$ cat config.mk
export PLATFORM = sky130hd
export DESIGN_NAME = register_bank_flat
export DESIGN_NICKNAME = d
export VERILOG_FILES = /design/src/rtl/register_bank_pkg.sv /design/src/rtl/register_bank_if.sv /design/src/rtl/register_bank_cell.sv /design/src/rtl/register_bank.sv /design/src/flat_wrapper.sv
export SDC_FILE = /design/constraint.sdc
export NUM_CORES = 1
export LEC_CHECK = 0
export CAP_MARGIN = 15
export CELL_PAD_IN_SITES_DETAIL_PLACEMENT = 1
export CELL_PAD_IN_SITES_GLOBAL_PLACEMENT = 2
export CORE_MARGIN = 2
export CORE_UTILIZATION = 38
export DETAILED_ROUTE_END_ITERATION = 12
export PLACE_DENSITY_LB_ADDON = 0.2
export SKIP_CTS_REPAIR_TIMING = 1
export SKIP_LAST_GASP = 1
export SYNTH_ARGS = -nofsm -noshare
export SYNTH_HDL_FRONTEND = slang
export SYNTH_SLANG_ARGS = --single-unit
$ cat constraint.sdc
create_clock -name clk -period 3.99 [get_ports clk]
set_input_delay 0.399 -clock clk [delete_from_list [all_inputs] [get_ports clk]]
set_output_delay 0.399 -clock clk [all_outputs]
set_load 0.02 [all_outputs]
$ cat src/rtl/register_bank_pkg.sv
// register_bank_pkg
//   Shared definitions for the register bank: the 3-bit FunSel operation
//   encoding used by the bank top and by each register cell.
//   No ports (package).
package register_bank_pkg;

  localparam int FUN_SEL_W = 3;

  localparam logic [FUN_SEL_W-1:0] FS_DEC    = 3'b000;  // Q-1
  localparam logic [FUN_SEL_W-1:0] FS_INC    = 3'b001;  // Q+1
  localparam logic [FUN_SEL_W-1:0] FS_LOAD   = 3'b010;  // load I
  localparam logic [FUN_SEL_W-1:0] FS_CLR    = 3'b011;  // clear
  localparam logic [FUN_SEL_W-1:0] FS_LOADLO = 3'b100;  // low half from I, high half zeroed
  localparam logic [FUN_SEL_W-1:0] FS_LOADHI = 3'b101;  // high half from I, low half kept
  localparam logic [FUN_SEL_W-1:0] FS_SHL    = 3'b110;  // shift left by one, LSB <= 0
  localparam logic [FUN_SEL_W-1:0] FS_HOLD   = 3'b111;  // hold

endpackage

$ cat src/rtl/register_bank_if.sv
// register_bank_if
//   Bus bundle for the register bank.
//   Signals:
//     E       [NREG]        per-register enable mask
//     FunSel  [3]           operation applied to every enabled register
//     I       [WIDTH]       load data
//     OutASel [log2(NREG)]  read-port A index
//     OutBSel [log2(NREG)]  read-port B index
//     OutA    [WIDTH]       read-port A data
//     OutB    [WIDTH]       read-port B data
//     Wrap    [NREG]        registered overflow/underflow/shift-out flags
//   Protocol: no handshake. Control inputs are sampled on every rising clk
//   edge; E[k]=1 means "apply FunSel to register k at this edge". Read ports
//   are combinational and always valid.
//   Modports: master drives controls and reads data; slave is the bank.
interface register_bank_if #(
  parameter int WIDTH = 16,
  parameter int NREG  = 4
);
  import register_bank_pkg::*;

  localparam int SEL_W = (NREG > 1) ? $clog2(NREG) : 1;

  logic [NREG-1:0]      E;
  logic [FUN_SEL_W-1:0] FunSel;
  logic [WIDTH-1:0]     I;
  logic [SEL_W-1:0]     OutASel;
  logic [SEL_W-1:0]     OutBSel;
  logic [WIDTH-1:0]     OutA;
  logic [WIDTH-1:0]     OutB;
  logic [NREG-1:0]      Wrap;

  modport master (
    output E, FunSel, I, OutASel, OutBSel,
    input  OutA, OutB, Wrap
  );

  modport slave (
    input  E, FunSel, I, OutASel, OutBSel,
    output OutA, OutB, Wrap
  );

endinterface

$ cat src/rtl/register_bank_cell.sv
// register_cell
//   One register of the bank with its own operation decoder and wrap flag.
//   Parameters: WIDTH (even, >= 4), SATURATE (0 = wrap, 1 = clamp).
//   Ports:
//     clk     in   clock, state changes on rising edge
//     rst     in   asynchronous active-high reset
//     E       in   enable; register holds when 0
//     FunSel  in   operation select (see register_bank_pkg)
//     I       in   load data
//     Q       out  register contents
//     Wrap    out  1 for the cycle after an enabled edge that wrapped/clamped
//                  on inc/dec or shifted out a 1
module register_cell
  import register_bank_pkg::*;
#(
  parameter int WIDTH    = 16,
  parameter int SATURATE = 0
) (
  input  logic                 clk,
  input  logic                 rst,
  input  logic                 E,
  input  logic [FUN_SEL_W-1:0] FunSel,
  input  logic [WIDTH-1:0]     I,
  output logic [WIDTH-1:0]     Q,
  output logic                 Wrap
);

  localparam int              HALF     = WIDTH / 2;
  localparam logic [WIDTH-1:0] ONE      = {{(WIDTH-1){1'b0}}, 1'b1};
  localparam logic [WIDTH-1:0] ALL_ONES = {WIDTH{1'b1}};
  localparam logic [WIDTH-1:0] ZERO     = {WIDTH{1'b0}};

  logic [WIDTH-1:0] q_r;
  logic             wrap_r;
  logic [WIDTH-1:0] next_q;
  logic             next_wrap;

  always_comb begin
    next_q    = q_r;
    next_wrap = 1'b0;
    case (FunSel)
      FS_DEC: begin
        if (q_r == ZERO) begin
          next_wrap = 1'b1;
          next_q    = (SATURATE != 0) ? ZERO : ALL_ONES;
        end else begin
          next_q = q_r - ONE;
        end
      end
      FS_INC: begin
        if (q_r == ALL_ONES) begin
          next_wrap = 1'b1;
          next_q    = (SATURATE != 0) ? ALL_ONES : ZERO;
        end else begin
          next_q = q_r + ONE;
        end
      end
      FS_LOAD:   next_q = I;
      FS_CLR:    next_q = ZERO;
      FS_LOADLO: next_q = {{(WIDTH-HALF){1'b0}}, I[HALF-1:0]};
      FS_LOADHI: next_q = {I[WIDTH-1:HALF], q_r[HALF-1:0]};
      FS_SHL: begin
        next_q    = {q_r[WIDTH-2:0], 1'b0};
        next_wrap = q_r[WIDTH-1];
      end
      default:   next_q = q_r;  // FS_HOLD
    endcase
  end

  // Wrap is rewritten on every edge so it self-clears after one cycle,
  // including edges where this register is not enabled.
  always_ff @(posedge clk or posedge rst) begin
    if (rst) begin
      q_r    <= ZERO;
      wrap_r <= 1'b0;
    end else begin
      wrap_r <= E & next_wrap;
      if (E) begin
        q_r <= next_q;
      end
    end
  end

  assign Q    = q_r;
  assign Wrap = wrap_r;

endmodule

$ cat src/rtl/register_bank.sv
// register_bank
//   NREG independent WIDTH-bit registers sharing one operation bus, with two
//   combinational read ports.
//   Parameters: WIDTH (even, >= 4), NREG (power of two, >= 2),
//               SATURATE (0 = inc/dec wrap, 1 = clamp).
//   Ports:
//     clk  in   clock
//     rst  in   asynchronous active-high reset (clears registers and Wrap)
//     bus  register_bank_if.slave  (E, FunSel, I, OutASel, OutBSel in;
//                                   OutA, OutB, Wrap out)
//   Build option: define REGISTER_BANK_BYPASS_EN to forward I onto a read
//   port in the same cycle when the selected register is being loaded
//   (FunSel = FS_LOAD with its enable set). Without it, read ports show
//   stored contents only.
module register_bank
  import register_bank_pkg::*;
#(
  parameter int WIDTH    = 16,
  parameter int NREG     = 4,
  parameter int SATURATE = 0
) (
  input  logic           clk,
  input  logic           rst,
  register_bank_if.slave bus
);

  logic [WIDTH-1:0] regs [NREG];
  logic [NREG-1:0]  wrap;
  logic [WIDTH-1:0] out_a;
  logic [WIDTH-1:0] out_b;

  for (genvar k = 0; k < NREG; k++) begin : g_cell
    register_cell #(
      .WIDTH    (WIDTH),
      .SATURATE (SATURATE)
    ) u_cell (
      .clk    (clk),
      .rst    (rst),
      .E      (bus.E[k]),
      .FunSel (bus.FunSel),
      .I      (bus.I),
      .Q      (regs[k]),
      .Wrap   (wrap[k])
    );
  end

  always_comb begin
    out_a = regs[bus.OutASel];
    out_b = regs[bus.OutBSel];
`ifdef REGISTER_BANK_BYPASS_EN
    // Forwarding is suppressed during reset so the ports still read zero.
    if (!rst && bus.E[bus.OutASel] && (bus.FunSel == FS_LOAD)) begin
      out_a = bus.I;
    end
    if (!rst && bus.E[bus.OutBSel] && (bus.FunSel == FS_LOAD)) begin
      out_b = bus.I;
    end
`endif
  end

  assign bus.OutA = out_a;
  assign bus.OutB = out_b;
  assign bus.Wrap = wrap;

endmodule

$ cat src/flat_wrapper.sv
// flat-port wrapper written by rule: the top's interface ports become plain ports
module register_bank_flat import register_bank_pkg::*;
#(
  parameter int WIDTH    = 16,
  parameter int NREG     = 4,
  parameter int SATURATE = 0
)
  (clk, rst, bus_E, bus_FunSel, bus_I, bus_OutASel, bus_OutBSel, bus_OutA, bus_OutB, bus_Wrap);
  register_bank_if #(.WIDTH(WIDTH), .NREG(NREG)) bus_i ();
  input  logic clk;
  input  logic rst;
  input wire logic [$bits(bus_i.E)-1:0] bus_E;
  input wire logic [$bits(bus_i.FunSel)-1:0] bus_FunSel;
  input wire logic [$bits(bus_i.I)-1:0] bus_I;
  input wire logic [$bits(bus_i.OutASel)-1:0] bus_OutASel;
  input wire logic [$bits(bus_i.OutBSel)-1:0] bus_OutBSel;
  output wire logic [$bits(bus_i.OutA)-1:0] bus_OutA;
  output wire logic [$bits(bus_i.OutB)-1:0] bus_OutB;
  output wire logic [$bits(bus_i.Wrap)-1:0] bus_Wrap;
  assign bus_i.E = bus_E;
  assign bus_i.FunSel = bus_FunSel;
  assign bus_i.I = bus_I;
  assign bus_i.OutASel = bus_OutASel;
  assign bus_i.OutBSel = bus_OutBSel;
  assign bus_OutA = bus_i.OutA;
  assign bus_OutB = bus_i.OutB;
  assign bus_Wrap = bus_i.Wrap;
  register_bank #(.WIDTH(WIDTH), .NREG(NREG), .SATURATE(SATURATE)) u_core (.clk(clk), .rst(rst), .bus(bus_i));
endmodule
==> metrics.yaml, run 1 <==
status:
  status: "finished, final reports clean"
cells_and_area:
  drive_gt1_frac: 0.110
  seqCellArea_um2: 1700
  multiInputGateArea_um2: 5590
  n_antenna_cell: 0
  fillerInstances: 2487
  finalNetCount: 1060
  syn_to_final_growth_pct: 14.3
placed_design:
  dp_hpwl_um: 26900
  io_buffers: 64
  gp_congestion: 0.930
routing:
  dr.pass1.iters: 5
  drc: 0
  drt_iter0_drc: 872
  ant_nets: 0
  viasPerCell: 6.88
  drt_wl_total_um: 36800
  routedWlPerCell_um: 28.4
  via_count: 8903
global_route:
  track_usage: 0.337
  grt_pass1_wl_um: 55600
  grt_overflow_total: 0
  grt_antenna_before_repair: 1
  grt_pass1_vias: 8612
  grt_max_degree: 71
setup_path:
  setup.worst_path.class: "input port to output pin"
  critPathBufInv: 2
  critical-path-top-delay-family: "buffers and inverters"
  cp-end-kind: "output pin"
  start_kind: "input port"
  crit_path_frequent_cell: "clkdlybuf4s50_1"
  worst_ep_required_time_ps: 3590
  crit_fanout: 13
  slowest_delay_ps: 1040
  path_cells: "clkdlybuf4s50_1, mux4_2, clkdlybuf4s50_1"
  cp.arrival_ps: 2620
  slowest_stage: "clkdlybuf4s50_1"
sta:
  finalWorstPathRequiredPeriod_ps: 3020
  finClkSkew_ps: 9.46
  hold_viol: 0
  fin_hold_ws_ps: 358
  fmax_mhz: 331
  rsz0062_at_grt: "false"
  tightest_slew_ps: 883
  slew-limit-headroom: 0.411
  slew_viol_final: 0
  setup_violations: 0
  fin_tns_setup_ps: 0
  timing.final.crit_share: 0.757
cts:
  cts_buffer_depth: 2
  root_buffer: "clkbuf_16"
  cts_num_sinks: 68
  clk_latency_ps: 350
  tritoncts: "yes"
  clkTransAtPathRegs_ps: 60
  htreeDepth: 3
  cts_made_buffers: 9
pwr:
  p_clk_frac: 0.239
  combPwrFrac: 0.396
  finalPower_mw: 3.72
  swShare: 0.455
  intPower_mw: 2.03
  p_sw_mw: 1.69
  power.leakage_nw: 3.13
  pwr-share-seq: 0.365
  powerDensity_nw_per_um2: 414
  ir_drop_mv: 0.195
floorplanning:
  die_w_um: 148
  die_h_um: 148
  start_util: 0.387
  top_level_ports: 65
  rows: 52
  core_area_um2: 20300
  dieArea_um2: 21900
logic_synthesis:
  synth_top_cell_by_area: "dfrtp_1"
  netlist_area_um2: 7870
  synth_seq_cells: 68
  synth_nets: 1062
  async_flop_share: 1.00
  synth_common_cells: "a21oi_1, clkbuf_1, nand2_1"
  ys_top_cells_by_area: "dfrtp_1, mux4_2, a21oi_1, clkbuf_1, nand2_1"
  seq_area_frac_synth: 0.216
  yosysWarningCount: 0
  synth_ff_type: "dfrtp_1"
  synth_edf_count: 0
  synth.avg_cell_area_um2: 7.70
  synth_top_area_share: 0.216
  synth_cell_types: 80
  synth_cells: 1022
  yosysMostFrequentCell: "a21oi_1"
flow_run:
  max_cap_violations: 0
min_path:
  hold_path.class: "input port to asynchronous set/reset pin"
-- metal layers --
layer | track usage | up-vias | wire (um)
met5 | 0 | - | 0
met4 | 0.124 | 0 | 1290
met3 | 0.0503 | 63 | 2900
met2 | 0.537 | 433 | 16800
met1 | 0.466 | 4523 | 15800
li1 | - | 3884 | -
-- cells in the final DEF, fill, tap and decap left out, drive strengths merged, types with 11 or more instances in the layout --
master and n:
xnor2 29, o21a 22, o21ai 72, nor4 23, nand2b 32, nand2 72
a21oi 118, nor2 55, and4 11, ha 11, o221a 17, buf 39
nand4 26, or3 11, clkbuf 12, mux4 32, and2 13, clkdlybuf4s50 63
o221ai 24, a211oi 11, dfrtp 68, nor3 40, inv 31, o211ai 12
nand3 39
-- sequential cells by signal, summed over array words and instances, names as in the netlist --
name                       cells
u_core.g_cell.u_cell.Wrap      4
u_core.g_cell.u_cell.Q        64
-- area by class of cell --
class | count | share of cell area
Timing Repair Buffer | 102 | 0.103
Clock inverter | 3 | 0.00501
Clock buffer | 12 | 0.0297
Tap cell | 270 | 0.0376
Multi-Input combinational cell | 807 | 0.622
Sequential cell | 68 | 0.189
Inverter | 32 | 0.0135
-- kinds of logic after synthesis --
logic type | count (synthesis) | share of synthesized area
adder cells (fa/ha/maj) | 12 | 0.0188
AND/OR/NAND/NOR | 363 | 0.248
multiplexers | 35 | 0.0956
AO/OA/AOI/OAI | 358 | 0.304
buffers and inverters | 147 | 0.0738
XOR/XNOR | 39 | 0.0434
flip-flops | 68 | 0.216
-- power groups by stage --
| stage | Clock, mW | Combinational, mW | Sequential, mW |
|---|---|---|---|
| final | 0.891 | 1.47 | 1.36 |
| after global routing | 0.930 | 1.58 | 1.37 |
| after CTS | 0.898 | 1.46 | 1.33 |
| after detailed placement | 0 | 1.44 | 1.34 |
| after global placement | 0 | 1.43 | 1.33 |
| after floorplan | 0 | 1.21 | 0.927 |
-- worst paths after layout --
check	from	end	slack [ps]	cells past startpoint
max in group asynchronous	rst	u_core.g_cell[2].u_cell.Q[1]$_DFFE_PP0P_	2870	3
max reg2reg	u_core.g_cell[1].u_cell.Q[4]$_DFFE_PP0P_	u_core.g_cell[1].u_cell.Q[3]$_DFFE_PP0P_	1240	5
min	rst	u_core.g_cell[0].u_cell.Q[9]$_DFFE_PP0P_	360	2
max	bus_OutBSel[1]	bus_OutB[7]	970	3
min in group clk	u_core.g_cell[1].u_cell.Q[1]$_DFFE_PP0P_	u_core.g_cell[1].u_cell.Q[1]$_DFFE_PP0P_	730	2
min reg2reg	u_core.g_cell[1].u_cell.Q[1]$_DFFE_PP0P_	u_core.g_cell[1].u_cell.Q[1]$_DFFE_PP0P_	730	2
-- metrics by stage --
step | std cells | setup slack [ps] | area, um2 | util
after floorplan | 1022 | 1720 | 7870 | -
after global placement | 1279 | 996 | 8670 | 0.427
after detailed placement | 1279 | 932 | 8670 | 0.427
after CTS | 1294 | 1010 | 8990 | 0.443
after global routing | 1294 | 933 | 8990 | 0.443
final | 1294 | 970 | 8990 | 0.443
(Power assumes the default switching activity.)
==> run 2, diff against run 1 <==
--- a/config.mk
+++ b/config.mk
@@ -9,7 +9,7 @@
 export CELL_PAD_IN_SITES_DETAIL_PLACEMENT = 1
 export CELL_PAD_IN_SITES_GLOBAL_PLACEMENT = 2
 export CORE_MARGIN = 2
-export CORE_UTILIZATION = 38
+export CORE_UTILIZATION = 32
 export DETAILED_ROUTE_END_ITERATION = 12
 export PLACE_DENSITY_LB_ADDON = 0.2
 export SKIP_CTS_REPAIR_TIMING = 1
==> constraint.sdc (replaced) <==
create_clock -name clk -period 2.6 [get_ports clk]
set_input_delay 0.26 -clock clk [delete_from_list [all_inputs] [get_ports clk]]
set_output_delay 0.26 -clock clk [all_outputs]
set_load 0.02 [all_outputs]
==> run 2 against run 1 <==
Cell area grew 11%. Wire length up 5.7%. Combinational power rose by 100%. Via count increased by 3.5%. Clock power increased by 67%. Non-clock buffer count grew 99. Clock-buffer cell count grew 1. Clock skew up 2.9 ps. First-iteration DRC count rose by 3.8%. Flip-flop and latch count unchanged. Utilization shrank 3.2 points. Setup slack lost 800 ps.
==> metrics.yaml, run 2 (same netlist as run 1, synthesis figures left out) <==
cells_and_area:
  largest_reg_flops: 64  # unchanged
  layout_commonest_cell: "buf_4"
  drive_gt1_frac: 0.191  # +0.0809
  fin_util: 0.411  # -0.0315
  n_antenna_cell: 0  # unchanged
  design_area_um2: 9970  # +11%
  finalNetCount: 1159  # +9.3%
  final_cell_mix: "buf_4, a21oi_1, nand2_1"
  stdcell_count: 1448  # +12%
  syn_to_final_growth_pct: 26.8
pwr:
  p_clk_frac: 0.241  # +0.002
  powerDensity_nw_per_um2: 619  # +49%
  finalPower_mw: 6.17  # +66%
  p_sw_mw: 2.67  # +58%
  swShare: 0.433  # -0.0223
  power.leakage_nw: 3.68  # +17%
  pwr-share-seq: 0.270  # -0.095
  ir_drop_mv: 0.301  # +55%
  intPower_mw: 3.50  # +73%
  combPwrFrac: 0.489  # +0.093
sta:
  setup_violations: 0  # unchanged
  fmax_mhz: 412
  rsz0062_at_grt: "false"
  slew-limit-headroom: 0.426  # +0.0151
  timing.final.crit_share: 0.934
  hold_viol: 0  # unchanged
  fin_hold_ws_ps: 382  # +23.8 ps
  finClkSkew_ps: 12.3  # +2.87 ps
  slew_viol_final: 0  # unchanged
  tightest_slew_ps: 860  # -23.7 ps
  fin_ws_ps: 172  # -798 ps
  finalWorstPathRequiredPeriod_ps: 2430
  fin_tns_setup_ps: 0  # unchanged
cts:
  root_buffer: "clkbuf_16"
  cts_buffer_depth: 2  # unchanged
  cts_made_buffers: 9  # unchanged
  tritoncts: "yes"
  htreeDepth: 3  # unchanged
  clk_latency_ps: 350  # about the same
  clkTransAtPathRegs_ps: 70  # about the same
  cts_num_sinks: 68  # unchanged
floorplanning:
  core_area_um2: 24200  # +19%
  die_w_um: 161  # +8.7%
  die_h_um: 161  # +8.7%
  dieArea_um2: 25800  # +18%
  top_level_ports: 65  # unchanged
  rows: 57  # +9.6%
  start_util: 0.324  # -0.0631
global_route:
  grt_pass1_wl_um: 59600  # +7.3%
  grt_overflow_total: 0  # unchanged
  grt_pass1_vias: 9291  # +7.9%
  track_usage: 0.305  # -0.0319
  grt_antenna_before_repair: 0  # -1
  grt_max_degree: 69  # -2.8%
setup_path:
  cp-end-kind: "output pin"
  crit_fanout: 9  # -4
  path_cells: "buf_4, mux4_2, clkdlybuf4s50_1"
  critical-path-top-delay-family: "buffers and inverters"
  worst-r2r-setup-slack_ps: 230  # -1010 ps
  worst_ep_required_time_ps: 2340  # -1250 ps
  slowest_delay_ps: 570  # -470 ps
  start_kind: "flip-flop"
  setup.worst_path.class: "flip-flop to output pin"
  slowest_stage: "clkdlybuf4s50_1"
  critPathBufInv: 2  # unchanged
  cp.arrival_ps: 2170  # -450 ps
routing:
  drc: 0  # unchanged
  routedWlPerCell_um: 26.9  # -5.5%
  viasPerCell: 6.36  # -7.5%
  dr.pass1.iters: 5  # unchanged
  drt_iter0_drc: 905  # +3.8%
  drt_wl_total_um: 38900  # +5.7%
  via_count: 9212  # +3.5%
  ant_nets: 0  # unchanged
placed_design:
  place_area_um2: 9610  # +11%
  dp_hpwl_um: 29500  # +9.9%
  dp_cells: 1432  # +12%
  dp_slack_ps: -72.3  # -1000 ps
  gp_congestion: 0.923  # -0.70%
  io_buffers: 64  # unchanged
status:
  status: "finished, final reports clean"
flow_run:
  max_cap_violations: 0  # unchanged
min_path:
  hold_path.class: "input port to asynchronous set/reset pin"
run 2: cell count changes in the layout (fill, tap and decap cells not counted), sizes merged:
cell and delta:
buf +99, clkinvlp -1, clkbuf +1, bufinv +1
run 2: area by class of cell:
| class | count | area [um2] |
|---|---|---|
| clock buffers | 13 | 270 |
| well taps | 324 | 405 |
| multi-input cells | 807 | 5610 |
| clock inverters | 3 | 67.6 |
| inverters | 32 | 121 |
| flip-flops and latches | 68 | 1700 |
| repair buffers | 201 | 1790 |
| fillers | 2944 | 14300 |
run 2: worst reg2reg max path, stage by stage (launching register included):
cell and delay, ps:
dfrtp_1 380, or4_4 530, or4_4 440, o21ai_2 420, buf_4 210, nor2_1 40, a311oi_1 260
run 2: power groups by stage:
| stage | Sequential, mW | Clock [mW] | Combinational [mW] |
|---|---|---|---|
| floorplan | 1.42 | 0 | 1.85 |
| global placement | 1.65 | 0 | 2.94 |
| detailed placement | 1.66 | 0 | 2.96 |
| CTS | 1.64 | 1.51 | 2.98 |
| global route | 1.70 | 1.54 | 3.23 |
| finish | 1.67 | 1.49 | 3.01 |
run 2: path summary, 6_finish.rpt:
path,start,endpoint,cells past startpoint
max,u_core.g_cell[3].u_cell.Q[2]$_DFFE_PP0P_,bus_OutB[2],3
min,rst,u_core.g_cell[2].u_cell.Wrap$_DFF_PP0_,2
max reg2reg,u_core.g_cell[2].u_cell.Q[9]$_DFFE_PP0P_,u_core.g_cell[2].u_cell.Q[9]$_DFFE_PP0P_,6
min reg2reg,u_core.g_cell[3].u_cell.Q[1]$_DFFE_PP0P_,u_core.g_cell[3].u_cell.Q[1]$_DFFE_PP0P_,1
max in group asynchronous,rst,u_core.g_cell[3].u_cell.Q[9]$_DFFE_PP0P_,3
min in group clk,u_core.g_cell[3].u_cell.Q[1]$_DFFE_PP0P_,u_core.g_cell[3].u_cell.Q[1]$_DFFE_PP0P_,1
run 2: layer usage:
layer / GRT usage / up-vias / part of all wire
met3: 0.0558 / 86 / 0.066
met4: 0.150 / 0 / 0.052
li1: - / 4092 / -
met1: 0.416 / 4677 / 0.44
met5: 0 / - / 0
met2: 0.466 / 357 / 0.44
